### src/rtl/uart_cmd_pkg.sv
`default_nettype none
// +--------------------------------------------------------------------------+
// | uart_cmd_pkg : state encoding and ASCII constants for uart_cmd_decoder   |
// | Revision     : 1.0                                                       |
// +--------------------------------------------------------------------------+
package uart_cmd_pkg;

  typedef enum logic [2:0] {
    S_IDLE  = 3'd0,
    S_ADDR  = 3'd1,
    S_LEN   = 3'd2,
    S_EOL   = 3'd3,
    S_FLUSH = 3'd4,
    S_REQ   = 3'd5
  } state_t;

  localparam logic [7:0] c_CHR_CR   = 8'h0D;
  localparam logic [7:0] c_CHR_LF   = 8'h0A;
  localparam logic [7:0] c_CHR_SP   = 8'h20;
  localparam logic [7:0] c_CHR_W_UP = 8'h57;
  localparam logic [7:0] c_CHR_W_LO = 8'h77;
  localparam logic [7:0] c_CHR_R_UP = 8'h52;
  localparam logic [7:0] c_CHR_R_LO = 8'h72;
  localparam logic [7:0] c_CHR_K    = 8'h4B;
  localparam logic [7:0] c_CHR_QM   = 8'h3F;
  localparam logic [7:0] c_CHR_T    = 8'h54;

endpackage
`default_nettype wire

### src/rtl/uart_cmd_decoder_if.sv
`default_nettype none
// +--------------------------------------------------------------------------+
// | uart_cmd_decoder_if : RX byte stream, card_driver requests, status out   |
// | Revision            : 1.0                                                |
// +--------------------------------------------------------------------------+
interface uart_cmd_decoder_if;
  logic        RX_STB;
  logic [7:0]  RX_DAT;
  logic        WR_STB;
  logic [31:0] WR_ADDR;
  logic [31:0] WR_LENGTH;
  logic        WR_ACK;
  logic        RD_STB;
  logic [31:0] RD_ADDR;
  logic [31:0] RD_LENGTH;
  logic        RD_ACK;
  logic        ST_STB;
  logic [7:0]  ST_DAT;
  logic        ST_BUSY;

  modport master (
    input  RX_STB, RX_DAT, WR_ACK, RD_ACK, ST_BUSY,
    output WR_STB, WR_ADDR, WR_LENGTH, RD_STB, RD_ADDR, RD_LENGTH, ST_STB, ST_DAT
  );

  modport slave (
    output RX_STB, RX_DAT, WR_ACK, RD_ACK, ST_BUSY,
    input  WR_STB, WR_ADDR, WR_LENGTH, RD_STB, RD_ADDR, RD_LENGTH, ST_STB, ST_DAT
  );
endinterface
`default_nettype wire

### src/rtl/hex_nibble_decode.sv
`default_nettype none
// +--------------------------------------------------------------------------+
// | hex_nibble_decode : ASCII hex character to {valid, nibble}               |
// | Revision          : 1.0                                                  |
// +--------------------------------------------------------------------------+
module hex_nibble_decode (
  input  logic [7:0] i_char,
  output logic       o_valid,
  output logic [3:0] o_nibble
);

  always_comb begin
    o_valid  = 1'b0;
    o_nibble = 4'd0;
    if (i_char >= 8'h30 && i_char <= 8'h39) begin
      o_valid  = 1'b1;
      o_nibble = i_char[3:0];
    end else if ((i_char >= 8'h41 && i_char <= 8'h46) ||
                 (i_char >= 8'h61 && i_char <= 8'h66)) begin
      // 'A'/'a' have low nibble 1, so +9 yields 10
      o_valid  = 1'b1;
      o_nibble = i_char[3:0] + 4'd9;
    end
  end

endmodule
`default_nettype wire

### src/rtl/uart_cmd_decoder.sv
`default_nettype none
// +--------------------------------------------------------------------------+
// | uart_cmd_decoder : parses "Caaaaaaaallllllll\r" frames into card_driver  |
// |                    read/write requests and returns a status character    |
// | Revision         : 1.0                                                   |
// +--------------------------------------------------------------------------+
module uart_cmd_decoder #(
  parameter int CLK_MHZ    = 50,
  parameter int TIMEOUT_US = 1000,
  parameter int TO_W       = 17
) (
  input  logic                CLOCK50,
  input  logic                RESET,
  uart_cmd_decoder_if.master  bus
);
  import uart_cmd_pkg::*;

  localparam logic [TO_W-1:0] c_TO_TERM = TO_W'(CLK_MHZ * TIMEOUT_US - 1);

  state_t          r_state, w_state_nx;
  logic            r_is_wr, w_is_wr_nx;
  logic [31:0]     r_addr, w_addr_nx;
  logic [31:0]     r_len, w_len_nx;
  logic [2:0]      r_cnt, w_cnt_nx;
  logic [TO_W-1:0] r_to, w_to_nx;
  logic            r_pend, w_pend_nx;
  logic [7:0]      r_pend_dat, w_pend_dat_nx;

  logic            w_hex_vld;
  logic [3:0]      w_hex_nib;
  logic            w_rx;
  logic            w_is_cmd;
  logic            w_is_ws;
  logic            w_ack;
  logic            w_req;
  logic            w_to_active;

  hex_nibble_decode u_hex (
    .i_char   (bus.RX_DAT),
    .o_valid  (w_hex_vld),
    .o_nibble (w_hex_nib)
  );

  // A pending status byte blocks the next frame from starting
  assign w_rx     = bus.RX_STB && !r_pend;
  assign w_is_cmd = (bus.RX_DAT == c_CHR_W_UP) || (bus.RX_DAT == c_CHR_W_LO) ||
                    (bus.RX_DAT == c_CHR_R_UP) || (bus.RX_DAT == c_CHR_R_LO);
  assign w_is_ws  = (bus.RX_DAT == c_CHR_CR) || (bus.RX_DAT == c_CHR_LF) ||
                    (bus.RX_DAT == c_CHR_SP);
  assign w_ack    = r_is_wr ? bus.WR_ACK : bus.RD_ACK;
  assign w_req    = (r_state == S_REQ);
  assign w_to_active = (r_state == S_ADDR) || (r_state == S_LEN) ||
                       (r_state == S_EOL)  || (r_state == S_FLUSH);

  always_ff @(posedge CLOCK50 or posedge RESET) begin
    if (RESET) begin
      r_state    <= S_IDLE;
      r_is_wr    <= 1'b0;
      r_addr     <= '0;
      r_len      <= '0;
      r_cnt      <= '0;
      r_to       <= '0;
      r_pend     <= 1'b0;
      r_pend_dat <= '0;
    end else begin
      r_state    <= w_state_nx;
      r_is_wr    <= w_is_wr_nx;
      r_addr     <= w_addr_nx;
      r_len      <= w_len_nx;
      r_cnt      <= w_cnt_nx;
      r_to       <= w_to_nx;
      r_pend     <= w_pend_nx;
      r_pend_dat <= w_pend_dat_nx;
    end
  end

  always_comb begin
    w_state_nx    = r_state;
    w_is_wr_nx    = r_is_wr;
    w_addr_nx     = r_addr;
    w_len_nx      = r_len;
    w_cnt_nx      = r_cnt;
    w_to_nx       = '0;
    w_pend_nx     = r_pend && bus.ST_BUSY;
    w_pend_dat_nx = r_pend_dat;

    unique case (r_state)
      S_IDLE: begin
        if (w_rx) begin
          if (w_is_cmd) begin
            w_is_wr_nx = (bus.RX_DAT == c_CHR_W_UP) || (bus.RX_DAT == c_CHR_W_LO);
            w_addr_nx  = '0;
            w_cnt_nx   = '0;
            w_state_nx = S_ADDR;
          end else if (!w_is_ws) begin
            w_state_nx = S_FLUSH;
          end
        end
      end
      S_ADDR, S_LEN: begin
        if (w_rx) begin
          if (!w_hex_vld) begin
            w_state_nx = S_FLUSH;
          end else begin
            w_cnt_nx = r_cnt + 3'd1;
            if (r_state == S_ADDR) w_addr_nx = {r_addr[27:0], w_hex_nib};
            else                   w_len_nx  = {r_len[27:0], w_hex_nib};
            if (r_cnt == 3'd7) begin
              w_cnt_nx   = '0;
              w_state_nx = (r_state == S_ADDR) ? S_LEN : S_EOL;
              if (r_state == S_ADDR) w_len_nx = '0;
            end
          end
        end
      end
      S_EOL: begin
        if (w_rx) begin
          if (bus.RX_DAT != c_CHR_CR) begin
            w_state_nx = S_FLUSH;
          end else if (r_len != 32'd0) begin
            w_state_nx = S_REQ;
          end else begin
            w_pend_nx     = 1'b1;
            w_pend_dat_nx = c_CHR_QM;
            w_state_nx    = S_IDLE;
          end
        end
      end
      S_FLUSH: begin
        if (w_rx && bus.RX_DAT == c_CHR_CR) begin
          w_pend_nx     = 1'b1;
          w_pend_dat_nx = c_CHR_QM;
          w_state_nx    = S_IDLE;
        end
      end
      S_REQ: begin
        if (w_ack) begin
          w_pend_nx     = 1'b1;
          w_pend_dat_nx = c_CHR_K;
          w_state_nx    = S_IDLE;
        end
      end
      default: w_state_nx = S_IDLE;
    endcase

    // A byte arriving on the terminal count keeps the frame alive
    if (w_to_active && !bus.RX_STB) begin
      if (r_to == c_TO_TERM) begin
        w_pend_nx     = 1'b1;
        w_pend_dat_nx = c_CHR_T;
        w_state_nx    = S_IDLE;
      end else begin
        w_to_nx = r_to + TO_W'(1);
      end
    end
  end

  assign bus.WR_STB    = w_req && r_is_wr;
  assign bus.RD_STB    = w_req && !r_is_wr;
  assign bus.WR_ADDR   = bus.WR_STB ? r_addr : 32'd0;
  assign bus.WR_LENGTH = bus.WR_STB ? r_len  : 32'd0;
  assign bus.RD_ADDR   = bus.RD_STB ? r_addr : 32'd0;
  assign bus.RD_LENGTH = bus.RD_STB ? r_len  : 32'd0;
  assign bus.ST_STB    = r_pend && !bus.ST_BUSY;
  assign bus.ST_DAT    = bus.ST_STB ? r_pend_dat : 8'd0;

endmodule
`default_nettype wire

### src/flat_wrapper.sv
// flat-port wrapper written by rule: the top's interface ports become plain ports
module uart_cmd_decoder_flat import uart_cmd_pkg::*;
#(
  parameter int CLK_MHZ    = 50,
  parameter int TIMEOUT_US = 1000,
  parameter int TO_W       = 17
)
  (CLOCK50, RESET, bus_RX_STB, bus_RX_DAT, bus_WR_ACK, bus_RD_ACK, bus_ST_BUSY, bus_WR_STB, bus_WR_ADDR, bus_WR_LENGTH, bus_RD_STB, bus_RD_ADDR, bus_RD_LENGTH, bus_ST_STB, bus_ST_DAT);
  uart_cmd_decoder_if bus_i ();
  input  logic CLOCK50;
  input  logic RESET;
  input wire logic [$bits(bus_i.RX_STB)-1:0] bus_RX_STB;
  input wire logic [$bits(bus_i.RX_DAT)-1:0] bus_RX_DAT;
  input wire logic [$bits(bus_i.WR_ACK)-1:0] bus_WR_ACK;
  input wire logic [$bits(bus_i.RD_ACK)-1:0] bus_RD_ACK;
  input wire logic [$bits(bus_i.ST_BUSY)-1:0] bus_ST_BUSY;
  output wire logic [$bits(bus_i.WR_STB)-1:0] bus_WR_STB;
  output wire logic [$bits(bus_i.WR_ADDR)-1:0] bus_WR_ADDR;
  output wire logic [$bits(bus_i.WR_LENGTH)-1:0] bus_WR_LENGTH;
  output wire logic [$bits(bus_i.RD_STB)-1:0] bus_RD_STB;
  output wire logic [$bits(bus_i.RD_ADDR)-1:0] bus_RD_ADDR;
  output wire logic [$bits(bus_i.RD_LENGTH)-1:0] bus_RD_LENGTH;
  output wire logic [$bits(bus_i.ST_STB)-1:0] bus_ST_STB;
  output wire logic [$bits(bus_i.ST_DAT)-1:0] bus_ST_DAT;
  assign bus_i.RX_STB = bus_RX_STB;
  assign bus_i.RX_DAT = bus_RX_DAT;
  assign bus_i.WR_ACK = bus_WR_ACK;
  assign bus_i.RD_ACK = bus_RD_ACK;
  assign bus_i.ST_BUSY = bus_ST_BUSY;
  assign bus_WR_STB = bus_i.WR_STB;
  assign bus_WR_ADDR = bus_i.WR_ADDR;
  assign bus_WR_LENGTH = bus_i.WR_LENGTH;
  assign bus_RD_STB = bus_i.RD_STB;
  assign bus_RD_ADDR = bus_i.RD_ADDR;
  assign bus_RD_LENGTH = bus_i.RD_LENGTH;
  assign bus_ST_STB = bus_i.ST_STB;
  assign bus_ST_DAT = bus_i.ST_DAT;
  uart_cmd_decoder #(.CLK_MHZ(CLK_MHZ), .TIMEOUT_US(TIMEOUT_US), .TO_W(TO_W)) u_core (.CLOCK50(CLOCK50), .RESET(RESET), .bus(bus_i));
endmodule
### config.mk
export PLATFORM = sky130hd
export DESIGN_NAME = uart_cmd_decoder_flat
export DESIGN_NICKNAME = d
export VERILOG_FILES = /design/src/rtl/uart_cmd_pkg.sv /design/src/rtl/uart_cmd_decoder_if.sv /design/src/rtl/hex_nibble_decode.sv /design/src/rtl/uart_cmd_decoder.sv /design/src/flat_wrapper.sv
export SDC_FILE = /design/constraint.sdc
export NUM_CORES = 1
export LEC_CHECK = 0
export CORE_UTILIZATION = 51
export DETAILED_ROUTE_END_ITERATION = 8
export DONT_BUFFER_PORTS = 1
export PLACE_DENSITY = 0.63
export SLEW_MARGIN = 20
export SYNTH_ARGS = -nofsm -noshare
export SYNTH_HDL_FRONTEND = slang
export SYNTH_SLANG_ARGS = --single-unit
### constraint.sdc
create_clock -name CLOCK50 -period 4.7 [get_ports CLOCK50]
set_input_delay 0.94 -clock CLOCK50 [delete_from_list [all_inputs] [get_ports CLOCK50]]
set_output_delay 0.94 -clock CLOCK50 [all_outputs]
set_load 0.02 [all_outputs]
==> qor.yml, run 1 <==
max-slew-margin-rel_pct: 29.6
fin_nets: 535
syn-num-nets: 554
hold_violations: 0
n_antenna_cell: 0
clock-sinks: 97
leakagePower_uw: 0.00258
cts_buffer_depth: 2
row_count: 37
worstPathMaxFanout: 65
synth_area_um2: 5380
synth_fa_ha_area_share_pct: 1.63
clk_pin_slew_ps: 100
hp-class: "flop to flop"
netlist_instances: 533
finalPower_uw: 1510
start_util_pct: 52.3
fin_crit_sh_pct: 73.9
async_flop_share_pct: 100
maxCapViolCount: 0
status: "completed"
vdd_drop_max_v: 0.000182
dp_hpwl_um: 7760
slew_viol_final: 0
firstDrtPassIters: 4
critical_path_class: "flop to primary output"
numCtsBuffers: 9
num-fill-cells: 947
synth_compound_area_share_pct: 18.8
grt_start_max_net_pins: 66
place_ws_ps: 1330
overflow: 0
synthMuxAreaShare_pct: 0.186
synth_top_family_by_area: "simple AND/OR/NAND/NOR gates"
cp-end-kind: "primary output"
ys_seq_area_share_pct: 45.1
synth_ff_type: "dfrtp_1"
die_area_um2: 11000
cts_hold_buffers: 0
synth_cell_type_count: 57
fp.dieH_um: 105
required_ps: 3760
htreeDepth: 3
clkLatencyLatePin_ps: 360
gr-usage-all-layers_pct: 20.7
ys_warn_count: 0
antenna_found_initial: 0
drt_wl_total_um: 11300
p_per_area_nw_per_um2: 268
period_minus_slack_ps: 3480
postRouteAntennaNets: 0
post-cts-setup-buffers: 0
die_w_um: 105
vias: 3896
portBuffers: 0
r2r_setup_slack_ps: 2190
startpoint_type: "flop"
fmax_ghz: 0.288
synth_edf_count: 0
cts_tree: "done"
final_layout_size_suffix_gt1_share_pct: 8.09
drtIter0Drc: 208
drc: 0
syn2layout_area_growth_pct: 4.98
synthSimpleGateAreaFrac_pct: 27.7
synthXorXnorAreaFrac_pct: 2.44
boundaryPins: 153
cts_resized: 0
core_area_um2: 10300
rsz0062_at_grt: "no"
setup_viol: 0
fin_ws_ps: 1220
grt_pass1_wl_um: 18100
skew_ps: 9.21
synth-seq-cells: 97
via_per_inst: 5.95
grt_pass1_vias: 3433
clockRootBuffer: "clkbuf_8"
avgSynthCellArea_um2: 10.1
cp.arrival_ps: 2540
place_congestion: 0.766
tightest_slew_ps: 1050
tns_ps: 0
routedWlPerCell_um: 17.3
[synthesized netlist by cell type (all sizes together) (3+ instances only)]
cell type	n	area, um^2
nand4	5	31.3
nor2	30	115
ha	7	87.6
nor2b	4	25.0
xor2	9	78.8
o21ai	8	43.8
a2111oi	3	63.8
a21boi	3	26.3
nand2b	5	31.3
clkbuf	17	63.8
nand3	10	50.1
a211o	4	35.0
and2	140	876
and3	3	18.8
a22o	65	569
buf	18	126
inv	8	30.0
xnor2	6	52.6
nor3	7	57.6
nand2	25	93.8
a21oi	15	78.8
dfrtp	97	2430
nor4	12	75.1
[cells in the final DEF, fill, tap and decap left out, types with 2 or more instances in the layout]
master       n
nor3_4       2
a21boi_0     2
a31oi_1      2
clkbuf_8     9
a22o_1      65
nor3_1       5
or4_1        2
nand2b_1     5
and3_1       2
a211o_1      4
inv_8        2
a32o_1       2
xnor2_1      6
buf_4        3
or3b_2       2
a21o_1       2
inv_6        2
inv_1        7
nor2b_1      4
xor2_1       9
or3_1        2
nor2_1      28
o21ai_0      7
nand3_1     10
nor4_1      12
nand4_1      5
and2_1     140
dfrtp_1     97
nand2_1     25
a21oi_1     14
a2111oi_4    2
ha_1         7
[per-stage QoR]
step                      util [%]  cells  cell area [um^2]  hold slack, ps
final                         55.0    655              5650             498
after global routing          55.0    655              5650             518
after CTS                     54.6    653              5610             503
after detailed placement      52.5    637              5390             473
after global placement        52.5    637              5390             470
after floorplan                  -    533              5380             450
[worst max-delay path: stages, from the launching register on]
cell and delay (ps):
dfrtp_1 600, nor2b_1 360, and3_2 820, and2_1 360
[power by group]
group	switching (uW)	leakage, uW	internal [uW]
sequential	12.9	0.00133	844
combinational	47.7	0.00114	23.9
clock	320	0.000111	263
total	381	0.00258	1130
[layer usage]
metal | vias to the layer above | wire [um] | GRT usage, %
met5 | - | 0 | 0
met4 | 0 | 93 | 4.73
met3 | 11 | 446 | 3.74
met2 | 119 | 5570 | 34.6
met1 | 1924 | 5210 | 28.0
li1 | 1842 | - | -
[area by class of cell]
type | count | area [um^2] | share of cell area (%)
clock inverters | 7 | 95.1 | 1.68
multi-input cells | 393 | 2740 | 48.5
well taps | 136 | 170 | 3.01
inverters | 8 | 32.5 | 0.576
clock buffers | 9 | 124 | 2.19
flip-flops and latches | 97 | 2430 | 43.0
repair buffers | 5 | 57.6 | 1.02
[path summary, 6_finish.rpt]
kind | cells after the start | from | end
setup / recovery | 3 | u_core.r_state[1]$_DFF_PP0_ | bus_WR_LENGTH[21]
hold / removal | 1 | u_core.r_pend_dat[6]$_DFF_PP0_ | u_core.r_pend_dat[6]$_DFF_PP0_
setup reg to reg | 4 | u_core.r_state[2]$_DFF_PP0_ | u_core.r_len[13]$_DFFE_PP0P_
hold reg to reg | 1 | u_core.r_pend_dat[6]$_DFF_PP0_ | u_core.r_pend_dat[6]$_DFF_PP0_
max in group asynchronous | 2 | RESET | u_core.r_len[14]$_DFFE_PP0P_
min in group asynchronous | 1 | RESET | u_core.r_pend_dat[1]$_DFF_PP0_
[cells by family after synthesis]
group	Yosys count
and+or+nand+nor	254
adders and majority gates	7
AOI/OAI and AO/OA	116
muxes	1
buffers and inverters	43
xor gates and xnor gates	15
DFF	97
[state kept, by name (all words and copies together) (netlist names)]
signal	cells
u_core.r_addr	32
u_core.r_pend	1
u_core.r_cnt	3
u_core.r_is_wr	1
u_core.r_to	17
u_core.r_len	32
u_core.r_pend_dat	8
u_core.r_state	3
(Power assumes the default switching activity.)
==> run 2, diff against run 1 <==
clock period = 3.3 ns   (was 4.7 ns; I/O delays follow)
==> run 2 against run 1 <==
  * Clock skew is 6.9 ps higher
  * Routed wire length is 4.0% higher
  * Register-to-register slack worse by 1200 ps
  * Largest cell class unchanged
  * Cell area is 0.31% higher
  * Worst hold slack worse by 270 ps
  * Combinational power is 49% higher
  * Clock power is 37% higher
  * Total power is 41% higher
  * Count of clock-buffer cells in the layout stayed put
  * Sequential share of layout area is 0.11 points lower
  * Core utilization is 0.17 points higher
  * Global-route usage is 0.72 points higher
==> qor.yml, run 2 (synthesized netlist as in run 1, its figures left out) <==
cts_tree: "done"
grt_pass1_vias: 3534  # +2.9%
start_util_pct: 52.3  # unchanged
fin_nets: 538  # +0.56%
cp.arrival_ps: 2390  # -150 ps
route.met3.wl_um: 467  # +4.7%
fin_ws_ps: 246  # -978 ps
htreeDepth: 3  # unchanged
clock-sinks: 97  # unchanged
row_count: 37  # unchanged
fmax_ghz: 0.327
place_area_um2: 5460  # +1.2%
worstPathMaxFanout: 42  # -35%
cp-end-kind: "primary output"
via_per_inst: 6.02  # +1.1%
clkLatencyLatePin_ps: 350  # about the same
leakagePower_uw: 0.00258  # about the same
place_ws_ps: 550  # -776 ps
boundaryPins: 153  # unchanged
tightest_slew_ps: 792  # -261 ps
cts_buffer_depth: 2  # unchanged
antenna_found_initial: 0  # unchanged
fin_crit_sh_pct: 92.5
crit_chain: "nor2b_2 > nand2_1 > nor2_4 > buf_12 > and2_1"
hold_violations: 0  # unchanged
clk_pin_slew_ps: 100  # about the same
p_per_area_nw_per_um2: 376  # +40%
grt_start_max_net_pins: 66  # unchanged
rsz0062_at_grt: "no"
die_area_um2: 11000  # unchanged
n_antenna_cell: 0  # unchanged
clockRootBuffer: "clkbuf_8"
core_area_um2: 10300  # unchanged
wl_met1_um: 5550  # +6.5%
portBuffers: 0  # unchanged
final_layout_size_suffix_gt1_share_pct: 8.83  # +0.74 points
place_congestion: 0.872  # +14%
dp_hpwl_um: 7960  # +2.6%
firstDrtPassIters: 4  # unchanged
critPathBufInv: 1  # +1
vdd_drop_max_v: 0.000269  # +48%
die_w_um: 105  # unchanged
startpoint_type: "flop"
route.top_layer_used: "met4"
overflow: 0  # unchanged
critical_path_class: "flop to primary output"
drc: 0  # unchanged
numCtsBuffers: 9  # unchanged
hp-class: "primary input to async pin"
maxCapViolCount: 0  # unchanged
slew_viol_final: 0  # unchanged
drtIter0Drc: 187  # -10%
num-fill-cells: 923  # -2.5%
fp.dieH_um: 105  # unchanged
routedWlPerCell_um: 17.9  # +3.7%
postRouteAntennaNets: 0  # unchanged
mostFrequentLayoutCells: "and2_1 (140), dfrtp_1 (96), a22o_1 (65)"
finalPower_uw: 2130  # +41%
final_common_cell: "and2_1"
cp_slowest_cell: "dfrtp_1"
cts_hold_buffers: 0  # unchanged
grt_pass1_wl_um: 18700  # +3.2%
top_regs: "u_core.r_addr x32, u_core.r_len x32, u_core.r_to x17"
tns_ps: 0  # unchanged
postLayoutCellArea_um2: 5670  # +0.31%
path_delay_family: "simple AND/OR/NAND/NOR gates"
period_minus_slack_ps: 3050
syn2layout_area_growth_pct: 5.30
wl_met2_um: 5680  # +1.8%
layout.cells.non_filler: 657  # +0.31%
setup_viol: 0  # unchanged
vias: 3952  # +1.4%
slowest_delay_ps: 610  # -210 ps
status: "completed"
gr-usage-all-layers_pct: 21.4  # +0.72 points
dp_cells: 641  # +0.63%
skew_ps: 16.1  # +6.93 ps
required_ps: 2640  # -1120 ps
max-slew-margin-rel_pct: 47.0  # +17 points
drt_wl_total_um: 11800  # +4.0%
run 2: cell count changes in the layout (fill, tap and decap cells not counted), sizes merged:
cell	before	now
clkinvlp	0	1
nor2	30	31
buf	5	7
clkinv	2	0
run 2: stage by stage:
step                util (%)  hold WS [ps]
finish                  55.1           228
global route            55.1           262
CTS                     55.0           242
detailed placement      53.1           475
global placement        53.0           473
floorplan                  -           450
run 2: per-layer routing:
layer | track usage (%) | vias to the layer above
met5 | 0 | -
met2 | 35.5 | 126
met3 | 3.74 | 8
met1 | 29.4 | 1967
met4 | 4.73 | 0
li1 | - | 1851
run 2: layout make-up:
| class | instances | area [um^2] | share of cell area [%] |
|---|---|---|---|
| Clock buffer | 9 | 124 | 2.19 |
| Clock inverter | 6 | 75.1 | 1.33 |
| Timing Repair Buffer | 7 | 77.6 | 1.37 |
| Sequential cell | 97 | 2430 | 42.9 |
| Tap cell | 136 | 170 | 3.00 |
| Inverter | 8 | 32.5 | 0.574 |
| Multi-Input combinational cell | 394 | 2760 | 48.7 |
run 2: repair_timing:
item / CTS / global route
gates resized for setup: 0 / 2
setup buffers: 0 / 0
setup endpoints to repair: 0 / 3
run 2: power by group:
part / total (uW) / internal, uW / switching [uW]
logic: 107 / 36.3 / 70.4
clock network: 800 / 361 / 439
registers: 1220 / 1200 / 19.5
run 2: path summary, 6_finish.rpt:
| kind | start | end | slack [ps] | depth (start not counted) |
|---|---|---|---|---|
| hold / removal | RESET | u_core.r_pend$_DFF_PP0_ | 230 | 1 |
| min in group CLOCK50 | bus_ST_BUSY | u_core.r_pend$_DFF_PP0_ | 440 | 2 |
| setup / recovery | u_core.r_state[1]$_DFF_PP0_ | bus_RD_ADDR[4] | 250 | 5 |
| max in group asynchronous | RESET | u_core.r_to[8]$_DFF_PP0_ | 2380 | 2 |
| hold reg to reg | u_core.r_pend_dat[6]$_DFF_PP0_ | u_core.r_pend_dat[6]$_DFF_PP0_ | 510 | 1 |
| setup reg to reg | u_core.r_state[1]$_DFF_PP0_ | u_core.r_state[0]$_DFF_PP0_ | 1030 | 5 |
==> run 3, diff against run 2 <==
SYNTH_HIERARCHICAL = 1   (was default)
clock period = 3.9 ns   (was 3.3 ns; I/O delays follow)
==> run 3 against run 2 <==
  * Non-clock buffer count increased by 1
  * Combinational power decreased by 30%
  * Final cell count increased by 20%
  * Clock power decreased by 8.0%
  * Critical path type unchanged
  * Total power decreased by 14%
  * First-iteration DRC count increased by 22%
  * Highest routed layer unchanged
  * Routed wire length increased by 3.0%
  * Critical path depth decreased by 2
  * Core utilization increased by 1.0 points
  * Flip-flop and latch count unchanged
==> qor.yml, run 3 <==
status: "completed"
overflow: 0  # unchanged
postRouteAntennaNets: 0  # unchanged
required_ps: 3120  # +480 ps
die_area_um2: 11300  # +2.8%
synth_cell_type_count: 55  # -3.5%
rsz0062_at_grt: "no"
critical_path_class: "flop to primary output"
hold_violations: 0  # unchanged
cp.arrival_ps: 2450  # +60 ps
firstDrtPassIters: 4  # unchanged
cp-end-kind: "primary output"
start_util_pct: 53.2  # +0.80 points
ys_warn_count: 6  # +6
clockRootBuffer: "clkbuf_8"
portBuffers: 0  # unchanged
grt_pass1_wl_um: 20100  # +7.3%
period_minus_slack_ps: 3230
path_delay_family: "simple AND/OR/NAND/NOR gates"
synth-seq-cells: 97  # unchanged
routedWlPerCell_um: 15.4  # -14%
synth_area_um2: 5540  # +2.9%
boundaryPins: 153  # unchanged
netlist_instances: 670  # +26%
post-cts-setup-buffers: 0  # unchanged
max-slew-margin-rel_pct: 41.7  # -5.3 points
fp.dieH_um: 106  # +1.4%
dp_hpwl_um: 8420  # +5.8%
yosys-top-cells-area: "dfrtp_1 (44%), and2_1 (16%), nand2_1 (9.8%)"
slowest_delay_ps: 800  # +190 ps
vias: 4369  # +11%
avgSynthCellArea_um2: 8.26  # -18%
cts_hold_buffers: 0  # unchanged
tightest_slew_ps: 875  # +82.7 ps
maxCapViolCount: 0  # unchanged
grt_start_max_net_pins: 66  # unchanged
fmax_ghz: 0.310
leakagePower_uw: 0.00250  # -3.3%
final_layout_size_suffix_gt1_share_pct: 6.43  # -2.4 points
fin_ws_ps: 670  # +424 ps
clock-sinks: 97  # unchanged
fin_util_pct: 56.1  # +1.0 points
worstPathMaxFanout: 65  # +55%
core_area_um2: 10400  # +1.4%
cts_resized: 0  # unchanged
synth_top_area_cell: "dfrtp_1"
vdd_drop_max_v: 0.000155  # -43%
syn-num-nets: 690  # +25%
top_regs: "u_core/r_addr x32, u_core/r_len x32, u_core/r_to x17"
skew_ps: 12.1  # -4.09 ps
synth_edf_count: 0  # unchanged
clk_pin_slew_ps: 90  # about the same
synth_ff_type: "dfrtp_1"
slew_viol_final: 0  # unchanged
ys_seq_area_share_pct: 43.8  # -1.3 points
hp-class: "primary input to async pin"
gr-usage-all-layers_pct: 22.4  # +0.98 points
drt_wl_total_um: 12100  # +3.0%
async_flop_share_pct: 100  # unchanged
critPathBufInv: 0  # -1
die_w_um: 106  # +1.4%
grt_pass1_vias: 3986  # +13%
p_per_area_nw_per_um2: 315  # -16%
num-fill-cells: 1010  # +9.4%
row_count: 37  # unchanged
final_common_cell: "nand2_1"
worst-path-stages: 3  # -2
yosys-top-cells-count: "nand2_1 (144), and2_1 (140), dfrtp_1 (97)"
fin_nets: 668  # +24%
htreeDepth: 3  # unchanged
fin_crit_sh_pct: 82.8
mostFrequentLayoutCells: "nand2_1 (144), and2_1 (140), dfrtp_1 (97)"
synth.most_common_cell: "nand2_1"
setup_viol: 0  # unchanged
numCtsBuffers: 9  # unchanged
cts_tree: "done"
syn2layout_area_growth_pct: 5.60
reg2regPathDepth: 5  # unchanged
holdWs_ps: 374  # +146 ps
synth_top_area_share_pct: 43.8  # -1.3 points
finalPower_uw: 1840  # -14%
via_per_inst: 5.54  # -7.9%
drc: 0  # unchanged
drtIter0Drc: 229  # +22%
startpoint_type: "flop"
place_ws_ps: 912  # +361 ps
cp_slowest_cell: "and3_2"
crit_chain: "nor2b_1 > and3_2 > and2_1"
antenna_found_initial: 0  # unchanged
n_antenna_cell: 0  # unchanged
clkLatencyLatePin_ps: 370  # +20 ps
place_congestion: 0.866  # -0.67%
cts_buffer_depth: 2  # unchanged
tns_ps: 0  # unchanged
run 3: final timing paths:
path / from / end / slack [ps]
worst min-delay path: RESET / u_core/r_to[2]$_DFF_PP0_ / 370
max in group asynchronous: RESET / u_core/r_len[30]$_DFFE_PP0P_ / 2720
worst max register to register: u_core/r_state[2]$_DFF_PP0_ / u_core/r_cnt[1]$_DFFE_PP0P_ / 1590
min in group CLOCK50: u_core/r_to[0]$_DFF_PP0_ / u_core/r_to[0]$_DFF_PP0_ / 500
worst max-delay path: u_core/r_state[0]$_DFF_PP0_ / bus_WR_LENGTH[16] / 670
worst min register to register: u_core/r_to[0]$_DFF_PP0_ / u_core/r_to[0]$_DFF_PP0_ / 500
run 3: kinds of logic (layout without fill, tap and decap cells):
kind of cell,count (synthesis),after routing,synth area share [%]
and+or+nand+nor,388,388,37.2
AOI/OAI and AO/OA,104,104,10.5
DFF,97,97,43.8
buffers and inverters,54,37,3.71
xor gates and xnor gates,17,17,2.69
adders and majority gates,7,7,1.54
muxes,3,3,0.565
run 3: metrics by stage:
| stage | std cells | cell area [um^2] |
|---|---|---|
| finish | 789 | 5850 |
| global route | 789 | 5850 |
| CTS | 789 | 5850 |
| detailed placement | 773 | 5620 |
| global placement | 773 | 5620 |
| floorplan | 670 | 5540 |
run 3: routing by layer:
| metal | global-route usage [%] | part of all wire (%) | up-vias |
|---|---|---|---|
| met4 | 4.76 | 0.60 | 0 |
| met2 | 36.1 | 47 | 113 |
| met5 | 0 | 0 | - |
| met1 | 31.3 | 47 | 2094 |
| li1 | - | - | 2156 |
| met3 | 4.35 | 5.2 | 6 |
run 3: cell type report:
class	instances	area (um^2)	share of cell area [%]
clock inverters	7	98.8	1.69
well taps	136	170	2.91
flip-flops and latches	97	2430	41.5
repair buffers	8	60.1	1.03
multi-input cells	519	2920	49.9
clock buffers	9	124	2.12
inverters	13	51.3	0.877
run 3: where the power goes:
part	leakage (uW)	total (uW)	internal, uW	switching, uW
Sequential	0.00132	1030	1020	12.2
Combinational	0.00107	75.4	25.1	50.3
Clock	0.000111	736	367	369
